===== src/rtl/sevenseg_mux_driver.sv =====
// Multiplexed N-digit seven-segment driver with double-buffered display data,
// per-digit decimal points, leading-zero blanking and PWM brightness.
module sevenseg_mux_driver #(
    parameter int NUM_DIGITS   = 4,
    parameter int REFRESH_DIV  = 100000,
    parameter int BRIGHT_WIDTH = 4
) (
    input  logic                      CLK,
    input  logic                      RESET_N,
    input  logic                      LOAD,
    input  logic [4*NUM_DIGITS-1:0]   DIGITS_IN,
    input  logic [NUM_DIGITS-1:0]     DOTS_IN,
    input  logic                      BLANK_LZ,
    input  logic [BRIGHT_WIDTH-1:0]   BRIGHTNESS,
    output logic [7:0]                HEX_OUT,
    output logic [NUM_DIGITS-1:0]     SEG_SELECT,
    output logic                      FRAME_DONE,
    output logic                      UPDATED
);

    localparam int PW = $clog2(REFRESH_DIV);
    localparam int IW = (NUM_DIGITS > 1) ? $clog2(NUM_DIGITS) : 1;
    localparam logic [PW-1:0] PRESC_MAX = PW'(REFRESH_DIV - 1);
    localparam logic [IW-1:0] IDX_MAX   = IW'(NUM_DIGITS - 1);

    logic [PW-1:0]             r_presc;
    logic [IW-1:0]             r_idx;
    logic [BRIGHT_WIDTH-1:0]   r_pwm;
    logic [4*NUM_DIGITS-1:0]   r_act_dig;
    logic [NUM_DIGITS-1:0]     r_act_dot;
    logic [4*NUM_DIGITS-1:0]   r_sh_dig;
    logic [NUM_DIGITS-1:0]     r_sh_dot;
    logic                      r_pending;
    logic [7:0]                r_hex;
    logic [NUM_DIGITS-1:0]     r_sel;
    logic                      r_frame_done;
    logic                      r_updated;

    logic                      w_slot_end;
    logic                      w_boundary;
    logic                      w_lit;
    logic [3:0]                w_nib;
    logic                      w_dot;
    logic [NUM_DIGITS-1:0]     w_blank;
    logic                      w_upper_zero;
    logic [NUM_DIGITS-1:0]     w_sel;

    // Active-low gfedcba pattern for one hex nibble.
    function automatic logic [6:0] f_seg_decode(input logic [3:0] nib);
        logic [6:0] seg;
        case (nib)
            4'h0:    seg = 7'h40;
            4'h1:    seg = 7'h79;
            4'h2:    seg = 7'h24;
            4'h3:    seg = 7'h30;
            4'h4:    seg = 7'h19;
            4'h5:    seg = 7'h12;
            4'h6:    seg = 7'h02;
            4'h7:    seg = 7'h78;
            4'h8:    seg = 7'h00;
            4'h9:    seg = 7'h10;
            4'hA:    seg = 7'h08;
            4'hB:    seg = 7'h03;
            4'hC:    seg = 7'h46;
            4'hD:    seg = 7'h21;
            4'hE:    seg = 7'h06;
            4'hF:    seg = 7'h0E;
            default: seg = 7'h7F;
        endcase
        return seg;
    endfunction

    assign w_slot_end = (r_presc == PRESC_MAX);
    assign w_boundary = w_slot_end && (r_idx == IDX_MAX);
    assign w_lit      = (r_pwm <= BRIGHTNESS);
    assign w_nib      = r_act_dig[{r_idx, 2'b00} +: 4];
    assign w_dot      = r_act_dot[r_idx];

    // A digit blanks when it and everything above it is zero with no dot lit.
    always_comb begin
        w_blank      = '0;
        w_upper_zero = 1'b1;
        for (int i = NUM_DIGITS - 1; i >= 1; i--) begin
            w_upper_zero = w_upper_zero & (r_act_dig[4*i +: 4] == 4'h0) & ~r_act_dot[i];
            w_blank[i]   = BLANK_LZ & w_upper_zero;
        end
    end

    // One-hot-low anode pattern for the digit currently being scanned.
    always_comb begin
        w_sel        = '1;
        w_sel[r_idx] = 1'b0;
    end

    // Slot prescaler, digit index and free-running PWM counter.
    always_ff @(posedge CLK or negedge RESET_N) begin
        if (!RESET_N) begin
            r_presc <= '0;
            r_idx   <= '0;
            r_pwm   <= '0;
        end else begin
            r_pwm <= r_pwm + BRIGHT_WIDTH'(1'b1);
            if (w_slot_end) begin
                r_presc <= '0;
                if (r_idx == IDX_MAX) begin
                    r_idx <= '0;
                end else begin
                    r_idx <= r_idx + IW'(1'b1);
                end
            end else begin
                r_presc <= r_presc + PW'(1'b1);
            end
        end
    end

    // Shadow/active double buffer; a LOAD on the boundary bypasses the shadow.
    always_ff @(posedge CLK or negedge RESET_N) begin
        if (!RESET_N) begin
            r_act_dig    <= '0;
            r_act_dot    <= '0;
            r_sh_dig     <= '0;
            r_sh_dot     <= '0;
            r_pending    <= 1'b0;
            r_frame_done <= 1'b0;
            r_updated    <= 1'b0;
        end else begin
            r_frame_done <= w_boundary;
            r_updated    <= w_boundary & (r_pending | LOAD);
            if (w_boundary) begin
                r_pending <= 1'b0;
                if (LOAD) begin
                    r_act_dig <= DIGITS_IN;
                    r_act_dot <= DOTS_IN;
                    r_sh_dig  <= DIGITS_IN;
                    r_sh_dot  <= DOTS_IN;
                end else if (r_pending) begin
                    r_act_dig <= r_sh_dig;
                    r_act_dot <= r_sh_dot;
                end
            end else if (LOAD) begin
                r_sh_dig  <= DIGITS_IN;
                r_sh_dot  <= DOTS_IN;
                r_pending <= 1'b1;
            end
        end
    end

    // Registered cathode/anode drive; dark PWM phases release every pin.
    always_ff @(posedge CLK or negedge RESET_N) begin
        if (!RESET_N) begin
            r_hex <= 8'hFF;
            r_sel <= '1;
        end else if (!w_lit) begin
            r_hex <= 8'hFF;
            r_sel <= '1;
        end else begin
            r_sel <= w_sel;
            r_hex <= w_blank[r_idx] ? 8'hFF : {~w_dot, f_seg_decode(w_nib)};
        end
    end

    assign HEX_OUT    = r_hex;
    assign SEG_SELECT = r_sel;
    assign FRAME_DONE = r_frame_done;
    assign UPDATED    = r_updated;

endmodule


===== config.mk =====
export PLATFORM = sky130hd
export DESIGN_NAME = sevenseg_mux_driver
export DESIGN_NICKNAME = d
export VERILOG_FILES = /design/src/rtl/sevenseg_mux_driver.sv
export SDC_FILE = /design/constraint.sdc
export NUM_CORES = 1
export LEC_CHECK = 0
export ABC_AREA = 1
export BUFFER_PORTS_ARGS = -buffer_cell sky130_fd_sc_hd__buf_2
export CORE_MARGIN = 2
export CORE_UTILIZATION = 50
export DETAILED_ROUTE_END_ITERATION = 8
export GPL_ROUTABILITY_DRIVEN = 1
export HOLD_SLACK_MARGIN = 0.08
export PLACE_DENSITY = 0.67
export SYNTH_ARGS = -nofsm -noshare
export SYNTH_HDL_FRONTEND = slang
export SYNTH_SLANG_ARGS = --single-unit

===== constraint.sdc =====
create_clock -name CLK -period 1.9 [get_ports CLK]
set_input_delay 0.38 -clock CLK [delete_from_list [all_inputs] [get_ports CLK]]
set_output_delay 0.38 -clock CLK [all_outputs]
set_load 0.01 [all_outputs]

# Word level (Yosys, flattened, before mapping)
# Memories as Yosys holds them, arrays and structs flattened.
# Cells that the tools add are included.
[op_classes]
shift = 1
n_mux = 17
n_eq_ne = 2
reduce_logical = 8
magnitude_cmp = 3
bitwise = 15
n_addsub = 3
[op_table]
columns = ["cell", "n"]
rows = [
  ["16-bit two-way mux", 2],
  ["17-bit by 1-bit adder with 17-bit output (second input constant)", 1],
  ["17-bit equality test (second input constant)", 1],
  ["17-bit two-way mux", 1],
  ["8-bit two-way mux", 2],
  ["16-bit by 5-bit variable part select with 4-bit output", 1],
  ["4-bit logical NOT", 3],
  ["4-bit two-way mux", 3],
  ["1-bit AND", 9],
  ["1-bit two-way mux", 5],
  ["4-bit by 1-bit adder with 4-bit output (second input constant)", 1],
  ["1-bit binary-select mux with 2-bit select", 2],
  ["4-bit <= comparator", 1],
  ["1-bit NOT", 4],
  ["4-bit NOT", 1],
  ["2-bit nonzero test", 2],
  ["2-bit by 3-bit < comparator with 1-bit output (second input constant)", 1],
  ["2-bit by 1-bit adder with 2-bit output (second input constant)", 1],
  ["1-bit demux with 2-bit select", 1],
  ["2-bit equality test (second input constant)", 1],
  ["2-bit by 1-bit >= comparator with 1-bit output (second input constant)", 1],
  ["1-bit logical AND", 2],
  ["2-bit two-way mux", 1],
  ["2-bit AND reduction", 1],
  ["1-bit bitwise OR", 1],
]
[totals]
output_inout_bits = 14
in_bits = 28
wordCells = 62
n_memories = 1
romBits = 112
regBits = 78
[memory_table]
columns = ["name", "depth", "word_bits", "read_ports", "rd_ports_with_merged_regs", "wr", "line", "source"]
rows = [
  ["(no name shown)", 16, 7, 1, 0, 0, "51", "case (nib)"],
]

# Logic depth before layout (Yosys ltp)
# Gate-level depths: netlist (run 1).
[logic_depth]
depth_word = 11
depth_mapped = 11
ltp_nobuf = 11

# Worst setup path before layout (run 1)
# OpenSTA, ideal clock, no wires.
[synth_timing]
path_kind = "reg2reg"
startpoint = "reg r_idx[0]"
endpoint = "reg r_hex[0] (netlist: HEX_OUT[0])"
n_path_buf = 1
setup_slack_ns = 0.218
synth_period_minus_slack_ns = 1.682
stages_incl_launch_ff = 10
arrival_time_ns = 1.598
cell_sequence = "dfrtp_1 > buf_2 > nor2_1 > o21ai_1 > inv_1 > ha_1 > inv_1 > nand3_1 > nand3_1 > nand3_1"
[synth_via]
elab_chain_cells = 4
[synth_lines]
columns = ["item", "line", "source"]
rows = [
  ["start: declaration", "27", "logic [IW-1:0] r_idx;"],
  ["start signal: assignment", "108", "r_idx <= r_idx + IW'(1'b1);"],
  ["16-bit by 5-bit variable part select with 4-bit output or 1-bit binary-select mux with 2-bit select (tied branches)", "76, 158", ""],
  ["memory read 16 x 7 bit or 1-bit two-way mux (tied branches)", "--", ""],
  ["8-bit two-way mux *", "158", "r_hex <= w_blank[r_idx] ? 8'hFF : {~w_dot, f_seg_decode(w_nib)};"],
  ["8-bit two-way mux *", "153", "end else if (!w_lit) begin"],
  ["end signal: assignment", "158", ""],
  ["end: declaration", "34", "logic [7:0] r_hex;"],
]
# Every way passes the cells marked *; elsewhere a longest branch is shown, timed or not. The select of a mux whose other input is x is not followed.
# A chain may end at the register's enable or synchronous reset.

# Worst setup path in the final report (run 1)
[layout_timing]
startpoint = "reg r_idx[0]"
endpoint = "reg r_hex[3] (netlist: HEX_OUT[3])"
# The elaborated chain is that of the path after synthesis.

==> flow_summary_export.csv, run 1 <==
group,metric,value,unit
power_and_ir_drop,pwr_dens,717.0,nW/um2
critical_path,worstReg2RegStart,"r_idx[0]",
critical_path,path_max_fanout,12,
die,floorplan.rows,32,
critical_path,ff2ff_path_depth,10,
run,cap_violations,0,
global_route,grt_pass1_wl,14.27,mm
logic_synthesis,syn_inst,485,
clock_tree,clock-root-buffer,"sky130_fd_sc_hd__clkbuf_8",
die,die-height,91.95,um
die,start_util,50.84,%
route,routed_via_density,4.910,
critical_path,critical-path-top-delay-family,"simple AND/OR/NAND/NOR gates",
route,drt_drc_violations_left,0,
critical_path,cp_cell_sequence,"buf_4, nand2_1, nand3_1, nand2_2, inv_1, ha_1, nand3_1, nand2_1, nand2_1, nand3_1",
logic_synthesis,synth-seq-cells,78,
logic_synthesis,post_synth_num_cell_types,27,
global_route,gr-usage-all-layers,21.26,%
timing,grt_setup_unrepaired,"no",
route,detail-route-antenna-nets,0,
layout,layout.nets,582,
timing,report.final.setup_viol,0,
global_route,grt_max_degree,41,
clock_tree,insertion_delay,0.36,ns
timing,timing.clock.skew,0.01114,ns
min_path,hold_class,"in2reg",
critical_path,critPathLaunchType,"flop",
critical_path,cell_with_the_biggest_individual_delay_on_the_critical_path,"sky130_fd_sc_hd__dfrtp_2",
route,drt_pass1_iterations,5,
timing,maxSlewHeadroom,65.92,%
power_and_ir_drop,ir_drop,0.3792,mV
route,drt_wl_total,8.025,mm
layout,num_antenna_cells,0,
critical_path,r2r_setup_slack,0.19,ns
die,fp.dieArea,8455,um2
layout,layout-drive-gt1-share,16.94,%
critical_path,critPathArrivalTime,1.98,ns
die,fp.dieW,91.95,um
critical_path,worst_path_largest_cell_delay,0.48,ns
route,detailroute.via_count,3167,
clock_tree,tritoncts_sink_count,78,
min_path,worst_hold_path.endpoint,"r_sh_dig[1]",
logic_synthesis,ys_seq_area_share,50.86,%
route,drt_first_iter_violations,199,
critical_path,path_class,"reg2reg",
timing,final_min_period_over_clock_period,89.90,%
place,place.detailed.hpwl,5.904,mm
critical_path,worst-path-buf-inv,2,
logic_synthesis,synth_nets,529,
timing,fmaxAchievable,585.4,MHz
logic_synthesis,synthesis.area,3867,um2
place,last_weighted_congestion_value_of_the_routability_driven_placer,0.9038,
power_and_ir_drop,design_power_total,3.209,mW
layout,flow.area_growth_from_synthesis,15.72,%
timing,timing.final.hold_violations,0,
critical_path,cp.required,2.18,ns
clock_tree,cts.path.max_buffers,2,
clock_tree,tritoncts,"built",
logic_synthesis,netlist_top_cells_area,"sky130_fd_sc_hd__dfrtp_1 (43%), sky130_fd_sc_hd__nand2_1 (18%), sky130_fd_sc_hd__dfstp_2 (8.2%)",
global_route,antenna_found_initial,0,
critical_path,crit_path_end_kind,"flop",
critical_path,r2r-end,"HEX_OUT[3]",
route,wire_per_inst,12.44,um
die,core,7607,um2
status,run_status,"completed",
clock_tree,cts_inserted_buffers,9,
timing,final.setup.tns,0,ns
clock_tree,clk_pin_slew_worst_paths,0.08,ns
power_and_ir_drop,cellLeakagePower,2.428,nW
logic_synthesis,synth-warning-count,0,
timing,layout_min_cycle_time,1.708,ns
min_path,timing.hold.worst_path_depth,3,
logic_synthesis,yosys.area.top_type_share,42.70,%
global_route,number_of_global_route_vias_before_repair,3102,
die,io_pins,42,
place,port-buffer-count,41,
logic_synthesis,syn_area_per_cell,7.974,um2
logic_synthesis,synthDominantAreaCellType,"sky130_fd_sc_hd__dfrtp_1",
global_route,grt_remaining_overflow,0,
min_path,worst_hold_startpoint,"DIGITS_IN[1]",
clock_tree,cts.repair_timing.setup_buffer_count,0,
timing,timing_max_transition_violations_final,0,
timing,tightest_slew,0.5112,ns
clock_tree,clock_tree.htree_level_count,3,
==> state kept, by name, summed over array words and instances, names as in the netlist <==
signal	count
r_act_dot	4
r_pending	1
r_presc	17
r_sh_dot	4
SEG_SELECT	4
UPDATED	1
r_sh_dig	16
r_pwm	4
r_act_dig	16
FRAME_DONE	1
HEX_OUT	8
r_idx	2
==> cells in the mapped netlist (all sizes together) <==
cell type  instances
nand2            186
dfrtp             66
inv               49
nor2              49
nand3             32
nand4             25
o21ai             18
ha                16
dfstp             12
buf                9
clkbuf             6
nor3               4
xor2               4
a21oi              3
xnor2              2
nand3b             1
nor3b              1
o21bai             1
or2                1
==> metrics by stage <==
stage	instance area (um2)	utilization [%]	setup slack [ns]	hold WS, ns	std cells
after CTS	4459	58.62	0.05575	0.2395	645
after detailed placement	4239	55.72	0.01450	0.3905	628
after global routing	4476	58.83	0.008340	0.2471	645
final	4476	58.83	0.1919	0.2490	645
after floorplan	3867	-	0.2177	0.08441	485
after global placement	4239	55.72	0.1283	0.3878	628
==> cells in the final DEF (no fill, tap or decap), types with 3 or more instances in the layout <==
cell type / synthesis / layout
sky130_fd_sc_hd__a21oi_1: 3 / 3
sky130_fd_sc_hd__buf_2: 2 / 40
sky130_fd_sc_hd__buf_4: 2 / 15
sky130_fd_sc_hd__clkbuf_1: 6 / 3
sky130_fd_sc_hd__clkbuf_8: 0 / 9
sky130_fd_sc_hd__dfrtp_1: 66 / 65
sky130_fd_sc_hd__dfstp_2: 12 / 12
sky130_fd_sc_hd__ha_1: 16 / 16
sky130_fd_sc_hd__inv_1: 47 / 47
sky130_fd_sc_hd__nand2_1: 185 / 183
sky130_fd_sc_hd__nand2_2: 1 / 3
sky130_fd_sc_hd__nand3_1: 31 / 31
sky130_fd_sc_hd__nand4_1: 25 / 25
sky130_fd_sc_hd__nor2_1: 47 / 47
sky130_fd_sc_hd__nor3_1: 4 / 4
sky130_fd_sc_hd__o21ai_0: 14 / 14
sky130_fd_sc_hd__o21ai_1: 4 / 3
sky130_fd_sc_hd__xor2_1: 4 / 4
==> metal layers <==
layer  vias up  wire length (um)  GRT usage (%)
met1      1449              3726          28.55
li1       1632                 -              -
met3        15               379          3.287
met5         -                 0              0
met2        71              3760          34.07
met4         0               158          9.950
==> logic make-up after synthesis <==
logic type | after synthesis | share of synthesized area (%)
flops | 78 | 50.86
buf+inv | 64 | 7.053
fa+ha+maj | 16 | 5.176
simple gates | 299 | 32.64
compound gates | 22 | 2.912
xor+xnor | 6 | 1.359
==> cell type report <==
cell class	count	area, um2
inverters	49	183.9
multi-input cells	343	1644
clock buffers	12	135.1
clock inverters	4	73.82
repair buffers	57	342.8
fillers	702	3132
well taps	102	127.6
flip-flops and latches	78	1968
==> how the worst max path moves through the flow <==
| stage | startpoint | to | slack [ns] | cells after the start |
|---|---|---|---|---|
| 3_5_place_dp | r_idx[0] | HEX_OUT[2] | 0.01 | 11 |
| 3_3_place_gp | r_presc[0] | r_act_dot[1] | 0.13 | 8 |
| 5_1_grt | r_idx[0] | HEX_OUT[2] | 0.008 | 11 |
| 2_1_floorplan | r_idx[0] | HEX_OUT[0] | 0.22 | 9 |
| 4_1_cts | r_presc[0] | r_act_dig[6] | 0.06 | 8 |
| 6_report | r_idx[0] | HEX_OUT[3] | 0.19 | 10 |
==> what timing repair did <==
item                                   CTS  global route
gates resized for setup                  1             4
hold buffers                             1             0
endpoints found under the hold margin   25             0
pin swaps                                0             0
setup endpoints to repair                1            26
==> tightest hold or removal path, cell delays in order <==
cell	delay [ns]
sky130_fd_sc_hd__buf_2	0.07
sky130_fd_sc_hd__nand2_1	0.04
sky130_fd_sc_hd__nand2_1	0.07
==> report_power, final <==
group | total (mW) | switching, mW | internal (mW) | leakage, nW
registers | 1.71 | 0.0108 | 1.70 | 0.986
clock network | 1.34 | 0.594 | 0.742 | 0.105
logic | 0.158 | 0.100 | 0.0573 | 1.34
total | 3.21 | 0.706 | 2.50 | 2.43
No activity file was read; power rests on OpenSTA's default activity.
==> run 2: changes to the inputs <==
--- a/config.mk
+++ b/config.mk
@@ -13,6 +13,7 @@
 export GPL_ROUTABILITY_DRIVEN = 1
 export HOLD_SLACK_MARGIN = 0.08
 export PLACE_DENSITY = 0.67
+export REMOVE_ABC_BUFFERS = 1
 export SYNTH_ARGS = -nofsm -noshare
 export SYNTH_HDL_FRONTEND = slang
 export SYNTH_SLANG_ARGS = --single-unit
==> constraint.sdc (replaced) <==
create_clock -name CLK -period 1.9 [get_ports CLK]
set_input_delay 0.38 -clock CLK [delete_from_list [all_inputs] [get_ports CLK]]
set_output_delay 0.38 -clock CLK [all_outputs]
set_load 0.05 [all_outputs]
==> flow_summary_export.csv, run 2 (synthesized netlist as in run 1, its figures left out) <==
group,metric,value,unit
clock_tree,cts_inserted_buffers,9,
layout,layout_top_registers,"r_presc (17), r_act_dig (16), r_sh_dig (16)",
timing,report.final.setup_viol,0,
power_and_ir_drop,design_power_total,2.953,mW
die,io_pins,42,
layout,flow.area_growth_from_synthesis,14.62,%
clock_tree,clock_tree.htree_level_count,3,
timing,tightest_slew,0.4440,ns
die,fp.dieW,91.95,um
layout,mostFrequentLayoutCell,"sky130_fd_sc_hd__nand2_1",
layout,layout-drive-gt1-share,16.61,%
status,run_status,"completed",
layout,num_antenna_cells,0,
layout,largest_register_ff_count,17,
power_and_ir_drop,cellLeakagePower,2.413,nW
die,core,7607,um2
route,drt_drc_violations_left,0,
timing,timing.clock.skew,0.007014,ns
place,place.detailed.hpwl,5.465,mm
global_route,number_of_global_route_vias_before_repair,2961,
route,routed_via_density,4.901,
die,die-height,91.95,um
power_and_ir_drop,pwr_dens,666.2,nW/um2
clock_tree,clk_pin_slew_worst_paths,0.08,ns
clock_tree,clock-root-buffer,"sky130_fd_sc_hd__clkbuf_8",
place,last_weighted_congestion_value_of_the_routability_driven_placer,0.9046,
timing,fmaxAchievable,573.8,MHz
global_route,grt_max_degree,45,
power_and_ir_drop,ir_drop,0.4022,mV
route,drt_first_iter_violations,229,
timing,layout_min_cycle_time,1.743,ns
global_route,gr-usage-all-layers,19.84,%
clock_tree,cts.repair_timing.setup_buffer_count,0,
route,drt_wl_total,7.491,mm
critical_path,critPathLaunchType,"flop",
timing,grt_setup_unrepaired,"no",
min_path,timing.hold.worst_path_depth,3,
critical_path,crit_path_end_kind,"flop",
critical_path,ff2ff_path_depth,9,
timing,timing_max_transition_violations_final,0,
layout,top_register,"r_presc",
critical_path,path_class,"reg2reg",
layout,fillCellCount,717,
critical_path,cp.required,2.14,ns
die,floorplan.rows,32,
min_path,hold_class,"in2reg",
layout,layout.cells.most_common_list,"sky130_fd_sc_hd__nand2_1 (185), sky130_fd_sc_hd__dfrtp_1 (66), sky130_fd_sc_hd__nor2_1 (47), sky130_fd_sc_hd__inv_1 (46), sky130_fd_sc_hd__buf_2 (40)",
global_route,antenna_found_initial,0,
min_path,worst_hold_startpoint,"DOTS_IN[3]",
min_path,worst_hold_path.endpoint,"r_sh_dot[3]",
layout,finish.cell_count_without_fillers,644,
route,wire_per_inst,11.63,um
layout,layout.nets,581,
clock_tree,tritoncts_sink_count,78,
timing,timing.final.hold_violations,0,
critical_path,r2r-end,"r_idx[0]",
clock_tree,insertion_delay,0.35,ns
place,place.detailed.instances,627,
critical_path,r2r_setup_slack,0.16,ns
critical_path,critPathArrivalTime,1.98,ns
clock_tree,tritoncts,"built",
timing,maxSlewHeadroom,70.40,%
route,detailroute.via_count,3156,
critical_path,path_max_fanout,24,
die,fp.dieArea,8455,um2
route,detail-route-antenna-nets,0,
clock_tree,cts.path.max_buffers,2,
global_route,grt_remaining_overflow,0,
critical_path,worstReg2RegStart,"r_presc[0]",
route,drt_pass1_iterations,4,
global_route,grt_pass1_wl,13.39,mm
place,port-buffer-count,41,
timing,final_min_period_over_clock_period,91.72,%
die,start_util,50.84,%
run,cap_violations,0,
run 2: cell count changes in the layout (fill, tap and decap cells not counted), moves of 2 or more:
cell,previous run,this run
sky130_fd_sc_hd__buf_4,15,13
sky130_fd_sc_hd__bufinv_16,2,0
sky130_fd_sc_hd__clkinv_2,1,3
sky130_fd_sc_hd__nand2_2,3,1
sky130_fd_sc_hd__nand2_1,183,185
run 2: through the flow:
stage | cell area, um2 | util (%) | hold WS [ns] | TNS [ns] | setup WS (ns)
after detailed placement | 4244 | 55.79 | 0.3597 | 0 | 0.1024
after CTS | 4422 | 58.13 | 0.2468 | 0 | 0.08943
after global routing | 4433 | 58.27 | 0.2674 | 0 | 0.003038
after global placement | 4244 | 55.79 | 0.3530 | 0 | 0.1681
final | 4433 | 58.27 | 0.2564 | 0 | 0.1574
after floorplan | 3779 | - | 0.08441 | -0.1219 | -0.006097
run 2: timing repair:
item                                    4_1_cts  5_1_grt
hold endpoints to repair                     22        0
hold buffers                                  1        0
resized for setup                             0        3
endpoints found under the setup margin        0       27
run 2: critical path, stage by stage, from the launching register on:
cell and delay (ns):
sky130_fd_sc_hd__dfrtp_1 0.38, sky130_fd_sc_hd__ha_1 0.19, sky130_fd_sc_hd__nand2_1 0.12, sky130_fd_sc_hd__nor2_4 0.13, sky130_fd_sc_hd__nand3_1 0.12, sky130_fd_sc_hd__nor2_4 0.15
sky130_fd_sc_hd__buf_4 0.28, sky130_fd_sc_hd__o21ai_1 0.11, sky130_fd_sc_hd__o21ai_1 0.09, sky130_fd_sc_hd__inv_1 0.05
run 2: worst max-delay path by stage:
stage,to,from,slack (ns)
2_1_floorplan,r_act_dig[0],r_presc[0],-0.006
3_3_place_gp,HEX_OUT[0],r_idx[1],0.17
3_5_place_dp,HEX_OUT[0],r_idx[0],0.10
4_1_cts,r_act_dig[1],r_presc[0],0.09
5_1_grt,HEX_OUT[0],r_idx[0],0.003
6_report,r_idx[0],r_presc[0],0.16
run 2: layout make-up:
cell class	instances	area (um2)	share of cell area, %
repair buffers	56	347.8	7.846
flip-flops and latches	78	1967	44.37
well taps	102	127.6	2.879
multi-input cells	343	1639	36.97
clock buffers	12	145.1	3.274
inverters	49	183.9	4.149
clock inverters	4	22.52	0.5080
run 2: per-layer routing:
layer,vias to the layer above,share of wire [%],track usage [%]
met5,-,0,0
met4,0,1.9,8.831
met3,8,5.0,3.369
met2,79,41,28.86
met1,1446,52,29.27
li1,1623,-,-
run 2: where the power goes:
group	leakage (nW)	switching (mW)	internal [mW]
Clock	0.0861	0.568	0.504
Sequential	0.988	0.0102	1.70
Combinational	1.34	0.110	0.0577
==> run 3: changes to the inputs <==
--- a/config.mk
+++ b/config.mk
@@ -14,6 +14,7 @@
 export HOLD_SLACK_MARGIN = 0.08
 export PLACE_DENSITY = 0.67
 export REMOVE_ABC_BUFFERS = 1
+export SETUP_SLACK_MARGIN = 0.4
 export SYNTH_ARGS = -nofsm -noshare
 export SYNTH_HDL_FRONTEND = slang
 export SYNTH_SLANG_ARGS = --single-unit
==> flow_summary_export.csv, run 3 (synthesized netlist as in run 1, its figures left out) <==
group,metric,value,unit
timing,report.final.setup_viol,0,
power_and_ir_drop,p_clk_share,36.7,%
power_and_ir_drop,power_report.internal_total,2.269,mW
route,drt_pass1_iterations,6,
die,fp.dieW,91.95,um
timing,tightest_slew,0.4453,ns
critical_path,path_max_fanout,6,
min_path,worst_hold_startpoint,"DIGITS_IN[15]",
min_path,timing.hold.worst_path_depth,3,
clock_tree,clock_tree.htree_level_count,3,
layout,layout.cells.most_common_list,"sky130_fd_sc_hd__nand2_1 (149), sky130_fd_sc_hd__dfrtp_1 (63), sky130_fd_sc_hd__inv_1 (42), sky130_fd_sc_hd__buf_4 (41), sky130_fd_sc_hd__nor2_1 (37)",
layout,largest_register_ff_count,17,
layout,num_antenna_cells,0,
timing,final.setup.worst_slack,0.2747,ns
status,run_status,"completed",
timing,final_min_period_over_clock_period,85.54,%
critical_path,worstReg2RegStart,"r_idx[0]",
global_route,antenna_found_initial,0,
timing,timing.final.hold_violations,0,
timing,fmaxAchievable,615.3,MHz
layout,mostFrequentLayoutCell,"sky130_fd_sc_hd__nand2_1",
global_route,grt_remaining_overflow,0,
timing,maxSlewHeadroom,70.31,%
layout,fillCellCount,594,
critical_path,crit_path_end_kind,"flop",
critical_path,path_class,"reg2reg",
route,wire_per_inst,14.66,um
timing,layout_min_cycle_time,1.625,ns
timing,timing.clock.skew,0.007653,ns
critical_path,r2r_setup_slack,0.27,ns
global_route,number_of_global_route_vias_before_repair,3151,
route,drt_first_iter_violations,312,
layout,layout-drive-gt1-share,34.90,%
global_route,grt_max_degree,45,
place,place.detailed.hpwl,5.465,mm
die,core,7607,um2
route,drt_wl_total,9.937,mm
power_and_ir_drop,pwr-share-comb,5.8,%
die,floorplan.rows,32,
timing,final.setup.tns,0,ns
global_route,grt_pass1_wl,14.57,mm
critical_path,critPathArrivalTime,1.91,ns
layout,top_register,"r_presc",
global_route,gr-usage-all-layers,21.79,%
power_and_ir_drop,switching_power,0.7126,mW
die,start_util,50.84,%
power_and_ir_drop,netSwitchingFraction,23.90,%
min_path,hold_class,"in2reg",
clock_tree,tritoncts_sink_count,78,
layout,layout.nets,615,
critical_path,cp.required,2.18,ns
clock_tree,cts.path.max_buffers,2,
place,port-buffer-count,41,
die,die-height,91.95,um
run,cap_violations,0,
power_and_ir_drop,cellLeakagePower,2.684,nW
place,last_weighted_congestion_value_of_the_routability_driven_placer,0.9046,
route,detailroute.via_count,3572,
route,routed_via_density,5.268,
timing,timing_max_transition_violations_final,0,
clock_tree,cts_inserted_buffers,9,
critical_path,r2r-end,"HEX_OUT[1]",
clock_tree,clock-root-buffer,"sky130_fd_sc_hd__clkbuf_8",
timing,grt_setup_unrepaired,"yes",
die,io_pins,42,
clock_tree,insertion_delay,0.36,ns
layout,layout_top_registers,"r_presc (17), r_act_dig (16), r_sh_dig (16)",
layout,flow.area_growth_from_synthesis,34.84,%
power_and_ir_drop,seq_power_share,57.5,%
critical_path,critPathLaunchType,"flop",
power_and_ir_drop,pwr_dens,571.7,nW/um2
min_path,worst_hold_path.endpoint,"r_sh_dig[15]",
clock_tree,clk_pin_slew_worst_paths,0.08,ns
power_and_ir_drop,ir_drop,0.4144,mV
place,post-place-ws,0.1024,ns
die,fp.dieArea,8455,um2
route,drt_drc_violations_left,0,
critical_path,ff2ff_path_depth,9,
route,detail-route-antenna-nets,0,
clock_tree,tritoncts,"built",
timing,whs,0.2495,ns
run 3: changes by cell type in the layout (fill, tap and decap cells not counted), moves of 8 or more:
cell and change:
sky130_fd_sc_hd__buf_6 +8, sky130_fd_sc_hd__buf_2 -12, sky130_fd_sc_hd__nand2_1 -36, sky130_fd_sc_hd__nand3_4 +8, sky130_fd_sc_hd__nand3_1 -10, sky130_fd_sc_hd__ha_1 -8, sky130_fd_sc_hd__nor2_1 -10, sky130_fd_sc_hd__nand2_2 +31
sky130_fd_sc_hd__buf_4 +28
run 3: layout make-up:
| cell class | count | area, um2 | share of cell area (%) |
|---|---|---|---|
| Sequential cell | 78 | 1971 | 37.79 |
| Timing Repair Buffer | 87 | 690.7 | 13.24 |
| Multi-Input combinational cell | 346 | 2057 | 39.44 |
| Clock inverter | 4 | 22.52 | 0.4319 |
| Tap cell | 102 | 127.6 | 2.447 |
| Inverter | 49 | 201.4 | 3.863 |
| Clock buffer | 12 | 145.1 | 2.783 |
run 3: stage by stage:
| step | util, % | power, mW | instances | instance area, um2 |
|---|---|---|---|---|
| floorplan | - | 1.817 | 470 | 3779 |
| global placement | 55.79 | 1.911 | 627 | 4244 |
| detailed placement | 55.79 | 1.917 | 627 | 4244 |
| CTS | 61.97 | 2.999 | 664 | 4715 |
| global route | 68.55 | 3.096 | 678 | 5215 |
| finish | 68.55 | 2.981 | 678 | 5215 |
run 3: worst max path at each step:
| stage | from | end | slack, ns | cells past startpoint |
|---|---|---|---|---|
| finish | r_idx[0] | HEX_OUT[1] | 0.27 | 9 |
| global route | r_idx[0] | HEX_OUT[5] | 0.22 | 10 |
| CTS | r_presc[0] | r_act_dot[1] | 0.33 | 9 |
| detailed placement | r_idx[0] | HEX_OUT[0] | 0.10 | 9 |
| global placement | r_idx[1] | HEX_OUT[0] | 0.17 | 9 |
| floorplan | r_presc[0] | r_act_dig[0] | -0.006 | 8 |
run 3: worst max-delay path: stages, from the launching register on:
cell,delay [ns]
sky130_fd_sc_hd__dfrtp_2,0.48
sky130_fd_sc_hd__nand2_2,0.11
sky130_fd_sc_hd__nand2_1,0.10
sky130_fd_sc_hd__o21ai_4,0.22
sky130_fd_sc_hd__buf_6,0.14
sky130_fd_sc_hd__ha_4,0.20
sky130_fd_sc_hd__nand3_4,0.09
sky130_fd_sc_hd__nor2_1,0.05
sky130_fd_sc_hd__nor2_1,0.09
sky130_fd_sc_hd__nand2_1,0.06
run 3: timing repair:
action                                 CTS  global route
pin swaps                                8            42
resized for setup                       38            99
gates cloned                             3             3
endpoints found under the hold margin   22             0
buffers inserted                        17            11
hold buffers                             1             0
setup endpoints to repair               42            50
run 3: metal layers:
layer	share of wire [%]	vias up	GRT usage (%)	routed length, um
met5	0	-	0	0
met4	3.4	0	11.32	340
met3	6.4	40	3.533	640
met2	46	159	31.56	4611
met1	44	1664	31.68	4345
li1	-	1709	-	-
run 3: power groups by stage:
stage	sequential (mW)	clock [mW]	combinational, mW
CTS	1.71	1.11	0.174
global route	1.72	1.18	0.200
detailed placement	1.75	0	0.171
global placement	1.74	0	0.166
floorplan	1.76	0	0.0582
finish	1.71	1.09	0.173
